File: config.mk
export PLATFORM = sky130hd
export DESIGN_NAME = shift_add_multiplier
export DESIGN_NICKNAME = d
export VERILOG_FILES = /design/src/rtl/shift_add_multiplier_pkg.sv /design/src/rtl/shift_add_multiplier.sv
export SDC_FILE = /design/constraint.sdc
export NUM_CORES = 1
export LEC_CHECK = 0
export CAP_MARGIN = 20
export CORE_MARGIN = 5
export CORE_UTILIZATION = 50
export DETAILED_ROUTE_END_ITERATION = 12
export GPL_TIMING_DRIVEN = 1
export PLACE_DENSITY = 0.74
export REMOVE_ABC_BUFFERS = 1
export SETUP_SLACK_MARGIN = 0.2
export SYNTH_ARGS = -nofsm -noshare
export SYNTH_HDL_FRONTEND = slang
export SYNTH_SLANG_ARGS = --single-unit
File: constraint.sdc
create_clock -name clk -period 2.55 [get_ports clk]
set_input_delay 0.765 -clock clk [delete_from_list [all_inputs] [get_ports clk]]
set_output_delay 0.765 -clock clk [all_outputs]
set_load 0.02 [all_outputs]
File: src/rtl/shift_add_multiplier_pkg.sv
// Shared definitions for the shift-and-add multiplier: default operand width
// and the FSM state encoding.
package shift_add_multiplier_pkg;

    // Default quotient/divisor width.
    localparam int QW_DEFAULT = 6;

    // FSM state encoding.
    localparam logic [1:0] ST_IDLE = 2'd0;
    localparam logic [1:0] ST_MUL  = 2'd1;
    localparam logic [1:0] ST_DONE = 2'd2;

    // An operation is in progress whenever the FSM is away from IDLE.
    function automatic logic state_busy(input logic [1:0] st);
        return (st != ST_IDLE);
    endfunction

endpackage

File: src/rtl/shift_add_multiplier.sv
// Sequential shift-and-add multiplier: rebuilds dividend = quotient*divisor+rem
// one multiplier bit per cycle, flags overflow of the 2*QW-bit result and flags
// operand sets that could not have come from a legal division (rem >= divisor).
module shift_add_multiplier
    import shift_add_multiplier_pkg::*;
#(
    parameter int QW = QW_DEFAULT
) (
    input  logic              clk,
    input  logic              rst,
    input  logic              start,
    input  logic [QW-1:0]     quotient,
    input  logic [QW-1:0]     divisor,
    input  logic [QW:0]       rem,
    output logic [2*QW-1:0]   dividend,
    output logic              ovf,
    output logic              err,
    output logic              busy,
    output logic              done
);

    // Accumulator carries one extra bit so the overflow of the full sum is visible.
    localparam int AW = 2 * QW + 1;
    localparam int CW = $clog2(QW) + 1;

    logic [1:0]    state_r;
    logic          start_d_r;
    logic          armed_r;
    logic [QW-1:0] mult_r;
    logic [AW-1:0] mcand_r;
    logic [AW-1:0] acc_r;
    logic [CW-1:0] cnt_r;
    logic          err_lat_r;

    logic          launch_s;
    logic          last_iter_s;
    logic [AW-1:0] addend_s;
    logic [AW-1:0] acc_next_s;
    logic [1:0]    state_next_s;

    // Launch detection, partial-product adder and next-state decode.
    always_comb begin
        launch_s     = start & ~start_d_r & armed_r & (state_r == ST_IDLE);
        last_iter_s  = (cnt_r == CW'(QW - 1));
        if (mult_r[0]) begin
            addend_s = mcand_r;
        end else begin
            addend_s = {AW{1'b0}};
        end
        acc_next_s   = acc_r + addend_s;
        state_next_s = state_r;
        case (state_r)
            ST_IDLE: begin
                if (launch_s) begin
                    state_next_s = ST_MUL;
                end else begin
                    state_next_s = ST_IDLE;
                end
            end
            ST_MUL: begin
                if (last_iter_s) begin
                    state_next_s = ST_DONE;
                end else begin
                    state_next_s = ST_MUL;
                end
            end
            ST_DONE: state_next_s = ST_IDLE;
            default: state_next_s = ST_IDLE;
        endcase
    end

    // Start edge history; armed_r blocks a start held high out of reset
    // from launching until it has been seen low once.
    always_ff @(posedge clk) begin
        if (rst) begin
            start_d_r <= 1'b0;
            armed_r   <= 1'b0;
        end else begin
            start_d_r <= start;
            if (!start) begin
                armed_r <= 1'b1;
            end else begin
                armed_r <= armed_r;
            end
        end
    end

    // FSM state and iterative datapath; operands are captured once at launch.
    always_ff @(posedge clk) begin
        if (rst) begin
            state_r   <= ST_IDLE;
            mult_r    <= {QW{1'b0}};
            mcand_r   <= {AW{1'b0}};
            acc_r     <= {AW{1'b0}};
            cnt_r     <= {CW{1'b0}};
            err_lat_r <= 1'b0;
        end else begin
            state_r <= state_next_s;
            case (state_r)
                ST_IDLE: begin
                    if (launch_s) begin
                        mult_r    <= quotient;
                        mcand_r   <= {{(AW - QW){1'b0}}, divisor};
                        acc_r     <= {{(AW - QW - 1){1'b0}}, rem};
                        cnt_r     <= {CW{1'b0}};
                        err_lat_r <= ({1'b0, divisor} <= rem);
                    end else begin
                        mult_r    <= mult_r;
                        mcand_r   <= mcand_r;
                        acc_r     <= acc_r;
                        cnt_r     <= cnt_r;
                        err_lat_r <= err_lat_r;
                    end
                end
                ST_MUL: begin
                    acc_r   <= acc_next_s;
                    mult_r  <= {1'b0, mult_r[QW-1:1]};
                    mcand_r <= {mcand_r[AW-2:0], 1'b0};
                    cnt_r   <= cnt_r + CW'(1);
                end
                ST_DONE: begin
                    acc_r <= acc_r;
                end
                default: begin
                    acc_r <= acc_r;
                end
            endcase
        end
    end

    // Registered outputs; result and flags change only when entering DONE.
    always_ff @(posedge clk) begin
        if (rst) begin
            dividend <= {(2 * QW){1'b0}};
            ovf      <= 1'b0;
            err      <= 1'b0;
            busy     <= 1'b0;
            done     <= 1'b0;
        end else begin
            busy <= state_busy(state_next_s);
            done <= (state_next_s == ST_DONE);
            if ((state_r == ST_MUL) && last_iter_s) begin
                dividend <= acc_next_s[2*QW-1:0];
                ovf      <= acc_next_s[2*QW];
                err      <= err_lat_r;
            end else begin
                dividend <= dividend;
                ovf      <= ovf;
                err      <= err;
            end
        end
    end

endmodule

==> out/summary.log <==
qor: run_status.run_status complete, no violations
qor: worst_setup_path.kind_of_critical_path reg -> reg
qor: place.final_weighted_congestion_in_routability_driven_placement 0.870
qor: synth.synthesis.area 3040 µm²
qor: worst_setup_path.timing.critical_path.max_delay_family compound AO/OA/AOI/OAI gates
qor: worst_setup_path.worst_path_max_delay_cell sky130_fd_sc_hd__fa_2
qor: drt.iteration_0_drc_markers 143
qor: pwr.switching_share 25.5%
qor: floorplanning.die_w 88.0 µm
qor: timing.layout_min_cycle_time 2.34 ns
qor: synth.postSynthCellCount 375
qor: pwr.power_frac_clock 41.7%
qor: layout.area_delta_synth_final 25.2%
qor: place.detailedPlacementHpwl 5500 µm
qor: drt.route.detailed.vias_per_inst 5.67
qor: pwr.power.sequential.fraction 48.1%
qor: global_route.first_global_vias 2714
qor: synth.avgSynthCellArea 8.10 µm²
qor: layout.mostFrequentLayoutCells 56 x sky130_fd_sc_hd__dfxtp_1, 53 x sky130_fd_sc_hd__nand2_1, 42 x sky130_fd_sc_hd__a21oi_1, 37 x sky130_fd_sc_hd__clkdlybuf4s50_1, 26 x sky130_fd_sc_hd__nor2_1
qor: timing.maxSlewViolCount 0
qor: cts.clkLatencyLatePin 0.35 ns
qor: pwr.switchingPower 496 µW
qor: pwr.power_density_over_cell_area 510 nW/µm²
qor: synth.synth_warnings 0
qor: hold_path.hold_class reg -> reg
qor: drt.wl_per_cell 15.6 µm
qor: worst_setup_path.critical_path_buf_inv_count 0
qor: timing.hold_viol 0
qor: floorplanning.die-area 7740 µm²
qor: pwr.p_leak 1.51 nW
qor: synth.async_reset_ff_share 0%
qor: drt.wl_met3 354 µm
qor: drt.remaining_drc_errors 0
qor: global_route.grt_start_max_net_pins 23
qor: drt.antenna_left 0
qor: pwr.max-vdd-ir-drop 0.000322 V
qor: place.numPortBuffers 37
qor: global_route.gr-usage-all-layers 21.9%
qor: global_route.grt_remaining_overflow 0
qor: timing.finalSetupViolations 0
qor: layout.mostFrequentLayoutCell sky130_fd_sc_hd__dfxtp_1
qor: worst_setup_path.crit_path_max_fanout 6
qor: synth.count_of_different_cell_masters_after_synthesis 55
qor: drt.m1WireLength 3570 µm
qor: layout.num-nets-final 464
qor: drt.route.top_layer_used met4
qor: pwr.power.combinational.fraction 10.2%
qor: floorplanning.initial_core_util 51.3%
qor: worst_setup_path.worstSetupEndpointType flop
qor: worst_setup_path.start_kind flop
qor: place.post_placement_worst_setup_slack 0.00407 ns
qor: drt.wl 7780 µm
qor: timing.layout_setup_ws 0.211 ns
qor: worst_setup_path.critPathArrivalTime 2.58 ns
qor: cts.cts-buffers-inserted 9
qor: worst_setup_path.worst_ep_required_time 2.79 ns
qor: drt.route.met2.wl 3700 µm
qor: layout.drive_gt1_share 12.9%
qor: floorplanning.core_area 5920 µm²
qor: timing.max_slew.worst_pin.slew 1.05 ns
qor: synth.synth_sequential_area_ratio 37.5%
qor: cts.clock_sinks 57
qor: cts.post_cts_hold_buffer_count 0
qor: floorplanning.io_pins 38
qor: cts.clk_root_buffer_cell sky130_fd_sc_hd__clkbuf_8
qor: timing.maxSlewHeadroom 29.8%
qor: cts.htree_num_levels 3
qor: global_route.grt_pass1_wl 13100 µm
qor: timing.rsz0062_at_grt yes
qor: layout.num_antenna_cells 0
qor: timing.finalCritPeriodShare 91.7%
qor: cts.cts.reportedPaths.clkPinSlew 0.07 ns
qor: pwr.cell_internal_pwr 1.45 mW
qor: timing.max_clock_freq 428 MHz
qor: synth.synth.ff_latch_count 57
qor: synth.predominant_post_synthesis_flop_cell sky130_fd_sc_hd__dfxtp_1
qor: worst_setup_path.cpPeakStageDelay 0.37 ns
qor: timing.worst_hold_slack 0.454 ns
qor: cts.cts_buffer_depth 2
qor: floorplanning.floorplan.die.height 88.0 µm
qor: global_route.antenna_violations_before_repair 0
qor: synth.synth_edf_count 0
qor: floorplanning.rows 28
qor: job.max_cap_violations 0
qor: drt.drt_pre_antenna_iters 4
qor: timing.clock_skew 0.0114 ns
qor: worst_setup_path.cp_cell_sequence and2_4 -> ha_4 -> fa_2 -> a21o_1 -> a221oi_4 -> nor3_2 -> or3_1 -> a22o_1
qor: drt.vias 2833
qor: cts.cts_tree built
## state kept, by name, indices dropped and copies added, names as in the netlist
name and flops:
acc_r 13, armed_r 1, busy 1, cnt_r 4
dividend 12, done 1, err 1, err_lat_r 1
mcand_r 13, mult_r 6, ovf 1, start_d_r 1
state_r 2
## layer usage
layer	global-route usage, %	vias up
met5	0	-
met4	9.21	0
met3	5.93	13
met2	34.7	74
met1	27.9	1316
li1	-	1430
## power groups by stage
stage	Sequential, mW	Combinational, mW	Clock, mW
after floorplan	0.948	0.0916	0
after global placement	0.951	0.188	0
after detailed placement	0.952	0.191	0
after CTS	0.933	0.196	0.819
after global routing	0.935	0.219	0.878
final	0.933	0.198	0.809
## final timing paths
path / cells after the start / end / slack (ns) / start
min reg2reg: 2 / dividend[4]$_SDFFE_PP0P_ / 0.45 / dividend[4]$_SDFFE_PP0P_
max: 8 / acc_r[8]$_SDFFE_PP0P_ / 0.21 / mult_r[0]$_SDFFE_PP0P_
max reg2reg: 8 / acc_r[8]$_SDFFE_PP0P_ / 0.21 / mult_r[0]$_SDFFE_PP0P_
min: 2 / dividend[4]$_SDFFE_PP0P_ / 0.45 / dividend[4]$_SDFFE_PP0P_
## final cells by class
cell class	count	area, µm²
Fill cell	528	2120
Inverter	10	37.5
Clock buffer	11	131
Clock inverter	4	45.0
Tap cell	75	93.8
Timing Repair Buffer	60	541
Sequential cell	57	1140
Multi-Input combinational cell	283	1810
## cells by family (layout without fill, tap and decap cells)
family / after synthesis / after routing / synth area share (%)
buffers and inverters: 35 / 85 / 4.49
AOI/OAI and AO/OA: 107 / 107 / 23.2
xor gates and xnor gates: 8 / 8 / 2.31
muxes: 2 / 2 / 0.659
DFF: 57 / 57 / 37.5
and+or+nand+nor: 145 / 145 / 22.9
adders and majority gates: 21 / 21 / 8.89
## synth_stat cells, drive strengths merged, types with 4 or more instances
library cell	number	area share [%]
nand3	16	2.6
nor2	26	3.2
dfxtp	57	38
a22oi	11	2.7
nand2	53	6.5
xnor2	4	1.2
inv	10	1.2
and2	14	2.9
and3	4	0.86
xor2	4	1.2
ha	20	8.2
o21ai	20	3.3
nor3	14	2.5
a21o	5	1.3
a211oi	4	0.99
buf	6	0.91
clkbuf	19	2.3
a21oi	43	7.2
## metrics by stage
stage	power [mW]	std cells	TNS (ns)	area (µm²)	util, %
final	1.94	500	0	3800	64.2
after global routing	2.03	500	0	3800	64.2
after CTS	1.95	498	0	3760	63.5
after detailed placement	1.14	478	0	3530	59.6
after global placement	1.14	478	0	3530	59.6
after floorplan	1.04	350	-11.43	2940	-
## timing repair
action	4_1_cts	5_1_grt
endpoints found under the setup margin	7	10
pin swaps	7	7
resized for setup	6	7
buffers inserted	5	2
## tightest hold or removal path, delay by kind of cell, from the launching register on
| family | cells | cell delay, ns |
|---|---|---|
| flops | 1 | 0.31 |
| simple gates | 1 | 0.05 |
| compound gates | 1 | 0.05 |
(Power assumes the default switching activity.)
